[src/rtl/tdc_pkg.sv]
// Shared word-type codes, default field widths and drop-counter helpers for the TDC event packer.
package tdc_pkg;

  localparam int TYPE_W = 2;
  localparam logic [TYPE_W-1:0] TYPE_HDR  = 2'b01;
  localparam logic [TYPE_W-1:0] TYPE_STOP = 2'b10;

  localparam int DEF_CHANNEL    = 3;
  localparam int DEF_COARSE_W   = 20;
  localparam int DEF_FINE_W     = 8;
  localparam int DEF_CH_W       = 2;
  localparam int DEF_DATA_WIDTH = 32;

  localparam int DROP_W = 16;
  localparam logic [DROP_W-1:0] DROP_MAX = '1;

  // Saturating add so the drop counter sticks at all-ones instead of wrapping.
  function automatic logic [DROP_W-1:0] sat_add(input logic [DROP_W-1:0] a,
                                                input logic [DROP_W-1:0] b);
    logic [DROP_W:0] s;
    s = {1'b0, a} + {1'b0, b};
    return s[DROP_W] ? DROP_MAX : s[DROP_W-1:0];
  endfunction

endpackage

[src/rtl/tdc_rr_arb.sv]
// Round-robin arbiter over the STOP channels; ptr/next_ptr are channel numbers (1..NREQ, 0 means start at 1).
module tdc_rr_arb #(
  parameter int NREQ  = 2,
  parameter int PTR_W = 2
) (
  input  logic [NREQ-1:0]  req,
  input  logic [PTR_W-1:0] ptr,
  output logic [NREQ-1:0]  gnt,
  output logic             gnt_any,
  output logic [PTR_W-1:0] next_ptr
);

  int base;

  // NOTE: every output gets a default before the search so no latch is inferred.
  always_comb begin
    gnt      = '0;
    gnt_any  = 1'b0;
    next_ptr = ptr;
    base     = (ptr == '0) ? 0 : int'(ptr) - 1;
    if (base >= NREQ) base = 0;
    // Search from the pointer upward, then wrap to the low requests.
    for (int j = 0; j < NREQ; j++) begin
      if (!gnt_any && j >= base && req[j]) begin
        gnt[j]   = 1'b1;
        gnt_any  = 1'b1;
        next_ptr = (j == NREQ - 1) ? PTR_W'(1) : PTR_W'(j + 2);
      end
    end
    for (int j = 0; j < NREQ; j++) begin
      if (!gnt_any && j < base && req[j]) begin
        gnt[j]   = 1'b1;
        gnt_any  = 1'b1;
        next_ptr = (j == NREQ - 1) ? PTR_W'(1) : PTR_W'(j + 2);
      end
    end
  end

endmodule

[src/rtl/tdc_event_packer.sv]
// Packs START headers and STOP coarse deltas into output words; a 1-bit epoch keeps STOPs behind their header.
module tdc_event_packer
  import tdc_pkg::*;
#(
  parameter int CHANNEL    = DEF_CHANNEL,
  parameter int COARSE_W   = DEF_COARSE_W,
  parameter int FINE_W     = DEF_FINE_W,
  parameter int CH_W       = DEF_CH_W,
  parameter int DATA_WIDTH = DEF_DATA_WIDTH
) (
  input  logic                         sys_clk,
  input  logic                         sys_rst,
  input  logic [CHANNEL-1:0]           hit_vld,
  input  logic [CHANNEL*COARSE_W-1:0]  hit_coarse,
  input  logic [CHANNEL*FINE_W-1:0]    hit_fine,
  output logic [DATA_WIDTH-1:0]        out_data,
  output logic                         out_vld,
  input  logic                         out_rdy,
  output logic [DROP_W-1:0]            drop_cnt,
  output logic                         start_seen
);

  localparam int NSTOP = CHANNEL - 1;
  localparam int PTR_W = (CHANNEL > 2) ? $clog2(CHANNEL) : 1;

  if (TYPE_W + CH_W + COARSE_W + FINE_W != DATA_WIDTH) begin : g_width_check
    $error("tdc_event_packer: TYPE_W+CH_W+COARSE_W+FINE_W must equal DATA_WIDTH");
  end

  logic [COARSE_W-1:0] start_coarse;
  logic [FINE_W-1:0]   start_fine;
  logic                hdr_pend;
  logic                in_epoch;
  logic                out_epoch;
  logic [NSTOP-1:0]    pend;
  logic [NSTOP-1:0]    epoch;
  logic [COARSE_W-1:0] delta_q [NSTOP];
  logic [FINE_W-1:0]   fine_q  [NSTOP];
  logic [PTR_W-1:0]    rr_ptr;
  logic [PTR_W-1:0]    rr_next;

  logic                  out_free;
  logic                  stop_gnt_any;
  logic                  hdr_gnt;
  logic                  start_take;
  logic [NSTOP-1:0]      eligible;
  logic [NSTOP-1:0]      arb_req;
  logic [NSTOP-1:0]      gnt;
  logic [NSTOP-1:0]      stop_take;
  logic [DROP_W-1:0]     drop_inc;
  logic [DATA_WIDTH-1:0] stop_word;
  logic [DATA_WIDTH-1:0] hdr_word;

  assign out_free = !out_vld || out_rdy;

  always_comb begin
    for (int i = 0; i < NSTOP; i++) eligible[i] = pend[i] && (epoch[i] == out_epoch);
  end

  assign arb_req = out_free ? eligible : '0;

  tdc_rr_arb #(
    .NREQ  (NSTOP),
    .PTR_W (PTR_W)
  ) u_arb (
    .req      (arb_req),
    .ptr      (rr_ptr),
    .gnt      (gnt),
    .gnt_any  (stop_gnt_any),
    .next_ptr (rr_next)
  );

  // Header only goes out when no STOP of the current epoch is waiting.
  assign hdr_gnt    = out_free && !stop_gnt_any && hdr_pend;
  assign start_take = hit_vld[0] && (!hdr_pend || hdr_gnt);

  always_comb begin
    stop_take = '0;
    drop_inc  = '0;
    if (hit_vld[0] && !start_take) drop_inc = drop_inc + DROP_W'(1);
    for (int i = 0; i < NSTOP; i++) begin
      if (hit_vld[i+1]) begin
        if (start_seen && (!pend[i] || gnt[i])) stop_take[i] = 1'b1;
        else drop_inc = drop_inc + DROP_W'(1);
      end
    end
  end

  always_comb begin
    stop_word = '0;
    for (int i = 0; i < NSTOP; i++) begin
      if (gnt[i]) stop_word = {TYPE_STOP, CH_W'(i + 1), delta_q[i], fine_q[i]};
    end
  end

  assign hdr_word = {TYPE_HDR, {CH_W{1'b0}}, start_coarse, start_fine};

  // NOTE: non-blocking updates mean a same-cycle STOP sees the previous start regs and in_epoch.
  always_ff @(posedge sys_clk) begin
    if (sys_rst) begin
      start_coarse <= '0;
      start_fine   <= '0;
      hdr_pend     <= 1'b0;
      in_epoch     <= 1'b0;
      out_epoch    <= 1'b0;
      start_seen   <= 1'b0;
      pend         <= '0;
      epoch        <= '0;
      rr_ptr       <= '0;
      out_data     <= '0;
      out_vld      <= 1'b0;
      drop_cnt     <= '0;
    end else begin
      drop_cnt <= sat_add(drop_cnt, drop_inc);

      if (start_take) begin
        start_coarse <= hit_coarse[COARSE_W-1:0];
        start_fine   <= hit_fine[FINE_W-1:0];
        in_epoch     <= !in_epoch;
        start_seen   <= 1'b1;
        hdr_pend     <= 1'b1;
      end else if (hdr_gnt) begin
        hdr_pend <= 1'b0;
      end
      if (hdr_gnt) out_epoch <= !out_epoch;

      for (int i = 0; i < NSTOP; i++) begin
        if (stop_take[i]) begin
          pend[i]  <= 1'b1;
          epoch[i] <= in_epoch;
        end else if (gnt[i]) begin
          pend[i] <= 1'b0;
        end
      end

      if (out_free) begin
        if (stop_gnt_any) begin
          out_data <= stop_word;
          out_vld  <= 1'b1;
        end else if (hdr_gnt) begin
          out_data <= hdr_word;
          out_vld  <= 1'b1;
        end else begin
          out_vld <= 1'b0;
        end
      end

      if (stop_gnt_any) rr_ptr <= rr_next;
    end
  end

  // NOTE: payload regs carry no reset; they are only read while their pend flag is set.
  always_ff @(posedge sys_clk) begin
    for (int i = 0; i < NSTOP; i++) begin
      if (stop_take[i]) begin
        delta_q[i] <= hit_coarse[(i+1)*COARSE_W +: COARSE_W] - start_coarse;
        fine_q[i]  <= hit_fine[(i+1)*FINE_W +: FINE_W];
      end
    end
  end

endmodule

[config.mk]
export PLATFORM = sky130hd
export DESIGN_NAME = tdc_event_packer
export DESIGN_NICKNAME = d
export VERILOG_FILES = /design/src/rtl/tdc_pkg.sv /design/src/rtl/tdc_rr_arb.sv /design/src/rtl/tdc_event_packer.sv
export SDC_FILE = /design/constraint.sdc
export NUM_CORES = 1
export LEC_CHECK = 0
export ABC_AREA = 1
export BUFFER_PORTS_ARGS = -buffer_cell sky130_fd_sc_hd__buf_2
export CORE_MARGIN = 2
export CORE_UTILIZATION = 61
export DETAILED_ROUTE_END_ITERATION = 8
export PLACE_DENSITY_LB_ADDON = 0.2
export SLEW_MARGIN = 30
export SYNTH_ARGS = -nofsm -noshare
export SYNTH_HDL_FRONTEND = slang
export SYNTH_SLANG_ARGS = --single-unit
[constraint.sdc]
create_clock -name sys_clk -period 8.8 [get_ports sys_clk]
set_clock_uncertainty 0.05 [all_clocks]
set_input_delay 1.32 -clock sys_clk [delete_from_list [all_inputs] [get_ports sys_clk]]
set_output_delay 1.32 -clock sys_clk [all_outputs]
set_load 0.01 [all_outputs]
==> flow_summary.html, run 1 <==
<table>
<tr><th>Metric</th><th>Value</th></tr>
<tr><th colspan="2">STA</th></tr>
<tr><td>RSZ-0062 raised after global routing</td><td>no</td></tr>
<tr><td>Final Hold Violating Endpoints</td><td>0</td></tr>
<tr><td>Highest Clock Rate</td><td>0.210 GHz</td></tr>
<tr><td>Ratio of final minimum period to clock period</td><td>54.2%</td></tr>
<tr><td>Transition time of the tightest slew-check pin</td><td>709 ps</td></tr>
<tr><td>Headroom to the max-slew limit</td><td>52.6%</td></tr>
<tr><td>Fin. max-slew vios</td><td>0</td></tr>
<tr><td>Final worst path period need</td><td>4770 ps</td></tr>
<tr><td>Post-route setup slack</td><td>4030 ps</td></tr>
<tr><td>Endpoints failing setup</td><td>0</td></tr>
<tr><td>Setup TNS</td><td>0 ps</td></tr>
<tr><td>Final-layout worst hold slack</td><td>417 ps</td></tr>
<tr><th colspan="2">Routing</th></tr>
<tr><td>Detailed-route DRC error count</td><td>0</td></tr>
<tr><td>Drt first-iter violations</td><td>800</td></tr>
<tr><td>Avg Vias per Cell</td><td>5.44</td></tr>
<tr><td>Residual antenna-violating net count after detailed routing</td><td>0</td></tr>
<tr><td>DR vias</td><td>8343</td></tr>
<tr><td>Post-detailed-routing wire length</td><td>23.3 mm</td></tr>
<tr><td>Number of detailed-routing iterations run before antenna repair</td><td>5</td></tr>
<tr><td>Per-cell routed wire length</td><td>15.2 µm</td></tr>
<tr><th colspan="2">Run</th></tr>
<tr><td># Max-Cap Violations</td><td>0</td></tr>
<tr><th colspan="2">Worst setup path</th></tr>
<tr><td>Cell with the biggest individual delay on the critical path</td><td>nand2_2</td></tr>
<tr><td>Data required time of the worst path</td><td>9120 ps</td></tr>
<tr><td>Data arrival time of the worst path</td><td>5090 ps</td></tr>
<tr><td>Most numerous cell on the critical path</td><td>nand2_1</td></tr>
<tr><td>Slack of the worst reg-to-reg path</td><td>4680 ps</td></tr>
<tr><td>Biggest fanout along the worst timing path</td><td>33</td></tr>
<tr><td>Buffering stage count on the worst path with inverters included</td><td>4</td></tr>
<tr><td>Number of cells on the worst reg-to-reg path</td><td>21</td></tr>
<tr><td>Start of the worst register-to-register path</td><td>out_vld</td></tr>
<tr><td>Startpoint types</td><td>primary input</td></tr>
<tr><td>Biggest cell delay along the critical path</td><td>520 ps</td></tr>
<tr><td>Critical Path, Cell by Cell</td><td>buf_2, inv_2, nand2_2, nand2_1, nor2_2, nand2_1, nand2_1, nand2_1, ha_1, or2_2, nand2_1, nand2_1, nand2_1, ha_1, inv_1, fa_1, o21ai_2, nand2_1, nor2_4, nand2_2, nand3_1, nand2_1, inv_1</td></tr>
<tr><td>Kind of cell with the highest combined delay on the critical path</td><td>simple AND/OR/NAND/NOR gates</td></tr>
<tr><td>Critical setup path kind</td><td>primary input to flip-flop</td></tr>
<tr><td>End of the worst register-to-register path</td><td>drop_cnt[13]</td></tr>
<tr><td>Type of destination of the critical path</td><td>flip-flop</td></tr>
<tr><th colspan="2">Status</th></tr>
<tr><td>Run status</td><td>finished clean</td></tr>
<tr><th colspan="2">Clock tree</th></tr>
<tr><td>Clock latency on the worst-skew pair</td><td>420 ps</td></tr>
<tr><td>Clock tree from TritonCTS</td><td>built</td></tr>
<tr><td>Maximum clock path buffer count</td><td>2</td></tr>
<tr><td>Count of cells resized by post-cts repair</td><td>0</td></tr>
<tr><td>CTS clk-pin slew, worst paths</td><td>60 ps</td></tr>
<tr><td>Cell at the root of the clock tree</td><td>clkbuf_16</td></tr>
<tr><td>CTS sink cnt</td><td>143</td></tr>
<tr><td>Total CTS buffers</td><td>17</td></tr>
<tr><td>Postcts setup bufs</td><td>0</td></tr>
<tr><td>CTS H-tree lvls</td><td>4</td></tr>
<tr><td>Number of buffers inserted by hold repair at cts</td><td>0</td></tr>
<tr><th colspan="2">Floorplanning</th></tr>
<tr><td>Ports placed on the boundary</td><td>140</td></tr>
<tr><td>Initial Utilization</td><td>62.0%</td></tr>
<tr><td>Die boundary height</td><td>122 µm</td></tr>
<tr><td>Floorplan die area</td><td>0.0150 mm²</td></tr>
<tr><td>DIE WIDTH</td><td>122 µm</td></tr>
<tr><td>Placeable Area</td><td>0.0138 mm²</td></tr>
<tr><td>Standard-cell rows</td><td>43</td></tr>
<tr><th colspan="2">Synthesis</th></tr>
<tr><td>Portion of synthesized cell area occupied by the leading cell type</td><td>20.4%</td></tr>
<tr><td>Post-synthesis register bit count</td><td>143</td></tr>
<tr><td>Cell count after synthesis</td><td>1213</td></tr>
<tr><td>Cell taking the most area after synthesis</td><td>dfxtp_1</td></tr>
<tr><td>Most area-consuming cells after synthesis</td><td>dfxtp_1 20%, edfxtp_1 20%, nand2_1 16%, nor2_1 8.0%, inv_1 6.5%</td></tr>
<tr><td>Average cell area after synthesis</td><td>7.04 µm²</td></tr>
<tr><td>Netlist area before placement</td><td>0.00854 mm²</td></tr>
<tr><td>Number of distinct library cells after synthesis</td><td>36</td></tr>
<tr><td>Synth warn</td><td>0</td></tr>
<tr><td>Sequential fraction of the synthesis area</td><td>40.1%</td></tr>
<tr><td>Post-Syn Nets</td><td>1349</td></tr>
<tr><th colspan="2">Min path</th></tr>
<tr><td>Cells on Worst Hold Path</td><td>2</td></tr>
<tr><td>Hold path startpoint</td><td>out_data[28]</td></tr>
<tr><td>Hold/Removal Path Class</td><td>flip-flop to flip-flop</td></tr>
<tr><td>End of the worst hold path</td><td>out_data[28]</td></tr>
<tr><th colspan="2">GRT</th></tr>
<tr><td>Pin count of the biggest net entering global routing</td><td>69</td></tr>
<tr><td>Initial antenna violation count</td><td>0</td></tr>
<tr><td>Residual overflow from global routing</td><td>0</td></tr>
<tr><td>Via count of the first global-routing pass</td><td>7993</td></tr>
<tr><td>Total Routing Usage GR</td><td>32.3%</td></tr>
<tr><td>Wire length of the first global-routing pass</td><td>37.4 mm</td></tr>
<tr><th colspan="2">Placed design</th></tr>
<tr><td>Worst Setup Slack post-DPL</td><td>3660 ps</td></tr>
<tr><td>Number of input and output port buffers inserted</td><td>139</td></tr>
<tr><td>Number of placed instances with taps included</td><td>1501</td></tr>
<tr><td>Final Wtd Congestion</td><td>1.01</td></tr>
<tr><td>Dpl hpwl</td><td>16.7 mm</td></tr>
<tr><th colspan="2">Power and ir drop</th></tr>
<tr><td>Power after layout</td><td>2.02 mW</td></tr>
<tr><td>Cell leakage power</td><td>5.02 nW</td></tr>
<tr><td>Peak ir drop on the vdd network</td><td>0.165 mV</td></tr>
<tr><td>Power per standard cell area</td><td>205 mW/mm²</td></tr>
<tr><th colspan="2">Final layout</th></tr>
<tr><td>Nets</td><td>1476</td></tr>
<tr><td>Ratio of cells with drive above 1 in the final layout</td><td>13.9%</td></tr>
<tr><td>Number of non-filler instances in the completed layout</td><td>1533</td></tr>
<tr><td>Filler instances</td><td>1179</td></tr>
<tr><td>Synth-to-Final Area Change</td><td>15.6%</td></tr>
<tr><td>Number of antenna cells inserted</td><td>0</td></tr>
</table>
through the flow:
step	instance area, µm²	util (%)
2_1_floorplan	8540	-
4_1_cts	9880	71.7
3_3_place_gp	9270	67.3
3_5_place_dp	9270	67.3
5_1_grt	9880	71.7
6_report	9880	71.7
flip-flops by register name, indices dropped and copies added, names as in the netlist:
signal,cells
delta_q,40
drop_cnt,16
start_fine,8
out_data,32
start_coarse,20
out_vld,1
hdr_pend,1
in_epoch,1
rr_ptr,2
fine_q,16
start_seen,1
pend,2
epoch,2
out_epoch,1
worst register-to-register path, cell delays in order, from the launching register on:
cell and delay, ps:
dfxtp_1 350, nand2_2 550, nand2_1 140, nor2_2 210
nand2_1 140, nand2_1 150, nand2_1 70, ha_1 290
or2_2 290, nand2_1 60, nand2_1 50, nand2_1 50
ha_1 160, inv_1 60, fa_1 410, o21ai_2 240
nand2_1 150, nor2_4 170, nand2_2 220, nand3_1 150
nand2_1 50, inv_1 70
metal layers:
layer | part of all wire, % | track usage [%] | vias to the layer above
met3 | 7.3 | 5.30 | 61
li1 | - | - | 4119
met1 | 41 | 40.0 | 3790
met5 | 0 | 0 | -
met2 | 49 | 56.4 | 373
met4 | 3.1 | 12.4 | 0
synthesized netlist by cell type:
master      n
nand4_1    23
nand3_1   100
nor2_2      1
nand3b_1    7
ha_1       43
nand3b_4    1
o21ai_1    13
nor3_1      4
buf_2       7
xnor2_1     9
o21ai_0    33
o211a_1     1
edfxtp_1   56
xor2_1     23
nor2_1    181
clkbuf_1   13
inv_2       7
nand2_2     2
buf_6       9
a21boi_0    1
o21ai_2     1
fa_1        3
a21oi_1    50
nand2_1   373
buf_4       3
buf_1       1
dfxtp_1    87
clkbuf_2    1
inv_1     147
a31oi_1     1
or2_2       3
nand2_4     1
a211oi_1    1
nor2_4      2
a21o_1      4
o21bai_1    1
layout by cell type, fill, tap and decap left out, types with 4 or more instances in the layout:
master and instances:
nor3_1 4, a21o_1 4, dfxtp_1 87, o21ai_0 33, clkbuf_16 17, clkbuf_1 4
nand2_1 373, nand3_1 100, a21oi_1 50, xnor2_1 9, buf_2 139, inv_1 146
nor2_1 181, inv_2 7, o21ai_1 13, nand3b_1 7, nand4_1 23, edfxtp_1 56
bufinv_16 4, ha_1 43, xor2_1 23
area by class of cell:
| cell class | instances | area [µm²] | share of cell area, % |
|---|---|---|---|
| clock buffer | 21 | 440 | 4.46 |
| clock inverter | 11 | 164 | 1.66 |
| inverter | 154 | 581 | 5.88 |
| multi-input combinational | 882 | 4320 | 43.8 |
| sequential | 143 | 3420 | 34.7 |
| tap | 180 | 225 | 2.28 |
| timing repair buffer | 142 | 718 | 7.27 |
worst max-delay path by stage:
stage | start | end | cells after the start
2_1_floorplan | out_rdy | drop_cnt[11] | 21
3_3_place_gp | out_rdy | drop_cnt[14] | 23
3_5_place_dp | out_rdy | drop_cnt[13] | 23
4_1_cts | out_rdy | drop_cnt[13] | 23
5_1_grt | out_rdy | drop_cnt[13] | 23
6_report | out_rdy | drop_cnt[13] | 23
where the power goes:
group | switching, mW | internal [mW]
Combinational | 0.314 | 0.169
Clock | 0.275 | 0.473
Sequential | 0.0326 | 0.760
kinds of logic after synthesis:
| logic type | share of synthesized area [%] |
|---|---|
| simple gates | 33.8 |
| compound gates | 6.53 |
| fa+ha+maj | 7.00 |
| xor+xnor | 3.28 |
| buf+inv | 9.30 |
| flops | 40.1 |
(Power assumes the default switching activity.)
==> run 2: changes to the inputs <==
- CORE_UTILIZATION: 61 -> 52
- clock period: 8.8 -> 3.9 ns (I/O delays scaled with it)
==> run 2 against run 1 <==
Clock-buffer cell count is 3 lower. First-iteration DRC count decreased by 31%. Worst setup slack worse by 3600 ps. Cell count rose by 2.7%. Wire length fell by 2.7%. Power up 120%. Register-to-register slack worse by 4300 ps. Sequential share of layout area down 0.22 points. Critical endpoint is now drop_cnt[14].
==> flow_summary.html, run 2 (synthesis gave the netlist of run 1 again) <==
<table>
<tr><th>Metric</th><th>Value</th></tr>
<tr><th colspan="2">Final layout</th></tr>
<tr><td>Nets</td><td>1480 (+0.27%)</td></tr>
<tr><td>Ratio of cells with drive above 1 in the final layout</td><td>14.4% (+0.55 points)</td></tr>
<tr><td>Core occupancy in the finished layout</td><td>62.3% (-9.4 points)</td></tr>
<tr><td>Synth-to-Final Area Change</td><td>16.4%</td></tr>
<tr><td>Largest regs</td><td>delta_q x40, out_data x32, start_coarse x20</td></tr>
<tr><td>Commonest cells after routing, fill and taps aside</td><td>373 x nand2_1, 181 x nor2_1, 146 x inv_1, 139 x buf_2, 100 x nand3_1</td></tr>
<tr><td>Most common cell after layout, fill and taps aside</td><td>nand2_1</td></tr>
<tr><td>Register name with the most flops</td><td>delta_q</td></tr>
<tr><td>Filler instances</td><td>1505 (+28%)</td></tr>
<tr><td>Flip-flop count of the largest register after layout</td><td>40 (unchanged)</td></tr>
<tr><td>Register Area</td><td>0.00342 mm² (unchanged)</td></tr>
<tr><td>Combined area of the multi-input logic cells</td><td>0.00433 mm² (+0.12%)</td></tr>
<tr><th colspan="2">Placed design</th></tr>
<tr><td>Number of input and output port buffers inserted</td><td>139 (unchanged)</td></tr>
<tr><td>Final Wtd Congestion</td><td>0.894 (-11%)</td></tr>
<tr><td>Dpl hpwl</td><td>16.9 mm (+1.5%)</td></tr>
<tr><th colspan="2">Clock tree</th></tr>
<tr><td>Maximum clock path buffer count</td><td>2 (unchanged)</td></tr>
<tr><td>Cell at the root of the clock tree</td><td>clkbuf_16</td></tr>
<tr><td>CTS clk-pin slew, worst paths</td><td>60 ps (about the same)</td></tr>
<tr><td>CTS H-tree lvls</td><td>4 (unchanged)</td></tr>
<tr><td>Postcts setup bufs</td><td>0 (unchanged)</td></tr>
<tr><td>Total CTS buffers</td><td>17 (unchanged)</td></tr>
<tr><td>Clock tree from TritonCTS</td><td>built</td></tr>
<tr><td>CTS sink cnt</td><td>143 (unchanged)</td></tr>
<tr><td>Clock latency on the worst-skew pair</td><td>420 ps (about the same)</td></tr>
<tr><th colspan="2">Floorplanning</th></tr>
<tr><td>Standard-cell rows</td><td>46 (+7.0%)</td></tr>
<tr><td>Placeable Area</td><td>0.0159 mm² (+16%)</td></tr>
<tr><td>Initial Utilization</td><td>53.6% (-8.4 points)</td></tr>
<tr><td>Floorplan die area</td><td>0.0175 mm² (+17%)</td></tr>
<tr><td>Ports placed on the boundary</td><td>140 (unchanged)</td></tr>
<tr><td>DIE WIDTH</td><td>132 µm (+8.0%)</td></tr>
<tr><td>Die boundary height</td><td>132 µm (+8.0%)</td></tr>
<tr><th colspan="2">Power and ir drop</th></tr>
<tr><td>Power per standard cell area</td><td>446 mW/mm² (+120%)</td></tr>
<tr><td>Peak ir drop on the vdd network</td><td>0.322 mV (+95%)</td></tr>
<tr><td>Power after layout</td><td>4.44 mW (+120%)</td></tr>
<tr><td>Cell leakage power</td><td>5.04 nW (+0.32%)</td></tr>
<tr><th colspan="2">Worst setup path</th></tr>
<tr><td>Startpoint types</td><td>flip-flop</td></tr>
<tr><td>Buffering stage count on the worst path with inverters included</td><td>3 (-1)</td></tr>
<tr><td>Biggest fanout along the worst timing path</td><td>15 (-55%)</td></tr>
<tr><td>Kind of cell with the highest combined delay on the critical path</td><td>simple AND/OR/NAND/NOR gates</td></tr>
<tr><td>Critical Path, Cell by Cell</td><td>inv_2, nand2_1, nand2_1, nor2_2, nand2_1, nand2_1, nand2_1, ha_1, or2_2, nand2_1, nand2_1, nand2_1, ha_1, inv_1, fa_1, o21ai_2, nand2_1, nor2_4, nand2_4, nand3_1, nand2_1, inv_1</td></tr>
<tr><td>Data required time of the worst path</td><td>4210 ps (-4910 ps)</td></tr>
<tr><td>Data arrival time of the worst path</td><td>3830 ps (-1260 ps)</td></tr>
<tr><td>Critical setup path kind</td><td>flip-flop to flip-flop</td></tr>
<tr><td>Biggest cell delay along the critical path</td><td>410 ps (-110 ps)</td></tr>
<tr><td>Type of destination of the critical path</td><td>flip-flop</td></tr>
<tr><td>Most numerous cell on the critical path</td><td>nand2_1</td></tr>
<tr><td>Cell with the biggest individual delay on the critical path</td><td>fa_1</td></tr>
<tr><th colspan="2">STA</th></tr>
<tr><td>Highest Clock Rate</td><td>0.285 GHz</td></tr>
<tr><td>RSZ-0062 raised after global routing</td><td>no</td></tr>
<tr><td>Endpoints failing setup</td><td>0 (unchanged)</td></tr>
<tr><td>Transition time of the tightest slew-check pin</td><td>639 ps (-69.8 ps)</td></tr>
<tr><td>Final Hold Violating Endpoints</td><td>0 (unchanged)</td></tr>
<tr><td>Fin. max-slew vios</td><td>0 (unchanged)</td></tr>
<tr><td>Headroom to the max-slew limit</td><td>57.4% (+4.8 points)</td></tr>
<tr><td>Setup TNS</td><td>0 ps (unchanged)</td></tr>
<tr><td>Final worst path period need</td><td>3510 ps</td></tr>
<tr><td>Ratio of final minimum period to clock period</td><td>90.1%</td></tr>
<tr><th colspan="2">Min path</th></tr>
<tr><td>Hold/Removal Path Class</td><td>primary input to flip-flop</td></tr>
<tr><th colspan="2">Routing</th></tr>
<tr><td>Residual antenna-violating net count after detailed routing</td><td>0 (unchanged)</td></tr>
<tr><td>DR vias</td><td>8040 (-3.6%)</td></tr>
<tr><td>Number of detailed-routing iterations run before antenna repair</td><td>5 (unchanged)</td></tr>
<tr><td>Drt first-iter violations</td><td>550 (-31%)</td></tr>
<tr><td>Detailed-route DRC error count</td><td>0 (unchanged)</td></tr>
<tr><td>Post-detailed-routing wire length</td><td>22.7 mm (-2.7%)</td></tr>
<tr><td>Per-cell routed wire length</td><td>14.4 µm (-5.2%)</td></tr>
<tr><td>Avg Vias per Cell</td><td>5.11 (-6.1%)</td></tr>
<tr><th colspan="2">GRT</th></tr>
<tr><td>Residual overflow from global routing</td><td>0 (unchanged)</td></tr>
<tr><td>Total Routing Usage GR</td><td>26.4% (-5.9 points)</td></tr>
<tr><td>Pin count of the biggest net entering global routing</td><td>69 (unchanged)</td></tr>
<tr><td>Wire length of the first global-routing pass</td><td>36.8 mm (-1.8%)</td></tr>
<tr><td>Initial antenna violation count</td><td>0 (unchanged)</td></tr>
<tr><td>Via count of the first global-routing pass</td><td>7607 (-4.8%)</td></tr>
<tr><th colspan="2">Run</th></tr>
<tr><td># Max-Cap Violations</td><td>0 (unchanged)</td></tr>
<tr><th colspan="2">Status</th></tr>
<tr><td>Run status</td><td>finished clean</td></tr>
</table>
-- run 2: report_power, final --
group	internal (mW)	leakage [nW]	switching, mW
combinational	0.387	3.54	0.693
clock	0.939	0.272	0.632
sequential	1.71	1.23	0.0723
-- run 2: path summary, 6_finish.rpt --
check | start | end | slack, ps | cells after the start
min reg2reg | out_data[28] | out_data[28] | 410 | 2
min | hit_fine[11] | fine_q[0][3] | 290 | 1
max | out_epoch | drop_cnt[14] | 390 | 22
max reg2reg | out_epoch | drop_cnt[14] | 390 | 22
-- run 2: metrics by stage --
step	cells	instance area [µm²]	setup WS, ps	hold WS [ps]
after floorplan	1213	8540	395	385
after global placement	1541	9360	131	405
after detailed placement	1541	9360	89.8	403
after CTS	1573	9930	314	278
after global routing	1573	9940	49.3	275
final	1574	9940	386	291
-- run 2: final cells by class --
type | count | area share, %
diodes | 1 | 0.0252
clock buffers | 18 | 4.32
clock inverters | 14 | 1.45
inverters | 154 | 5.84
multi-input cells | 882 | 43.6
flip-flops and latches | 143 | 34.4
well taps | 216 | 2.72
repair buffers | 146 | 7.65
-- run 2: metal layers --
| metal | track usage, % | part of all wire [%] | vias up |
|---|---|---|---|
| met1 | 34.1 | 45 | 3647 |
| met3 | 4.23 | 5.2 | 19 |
| met5 | 0 | 0 | - |
| met4 | 6.28 | 1.2 | 0 |
| li1 | - | - | 4125 |
| met2 | 46.2 | 49 | 249 |
-- run 2: what timing repair did --
action	in CTS	in global routing
hold buffers	0	0
endpoints found under the setup margin	0	5
gates resized for setup	0	1
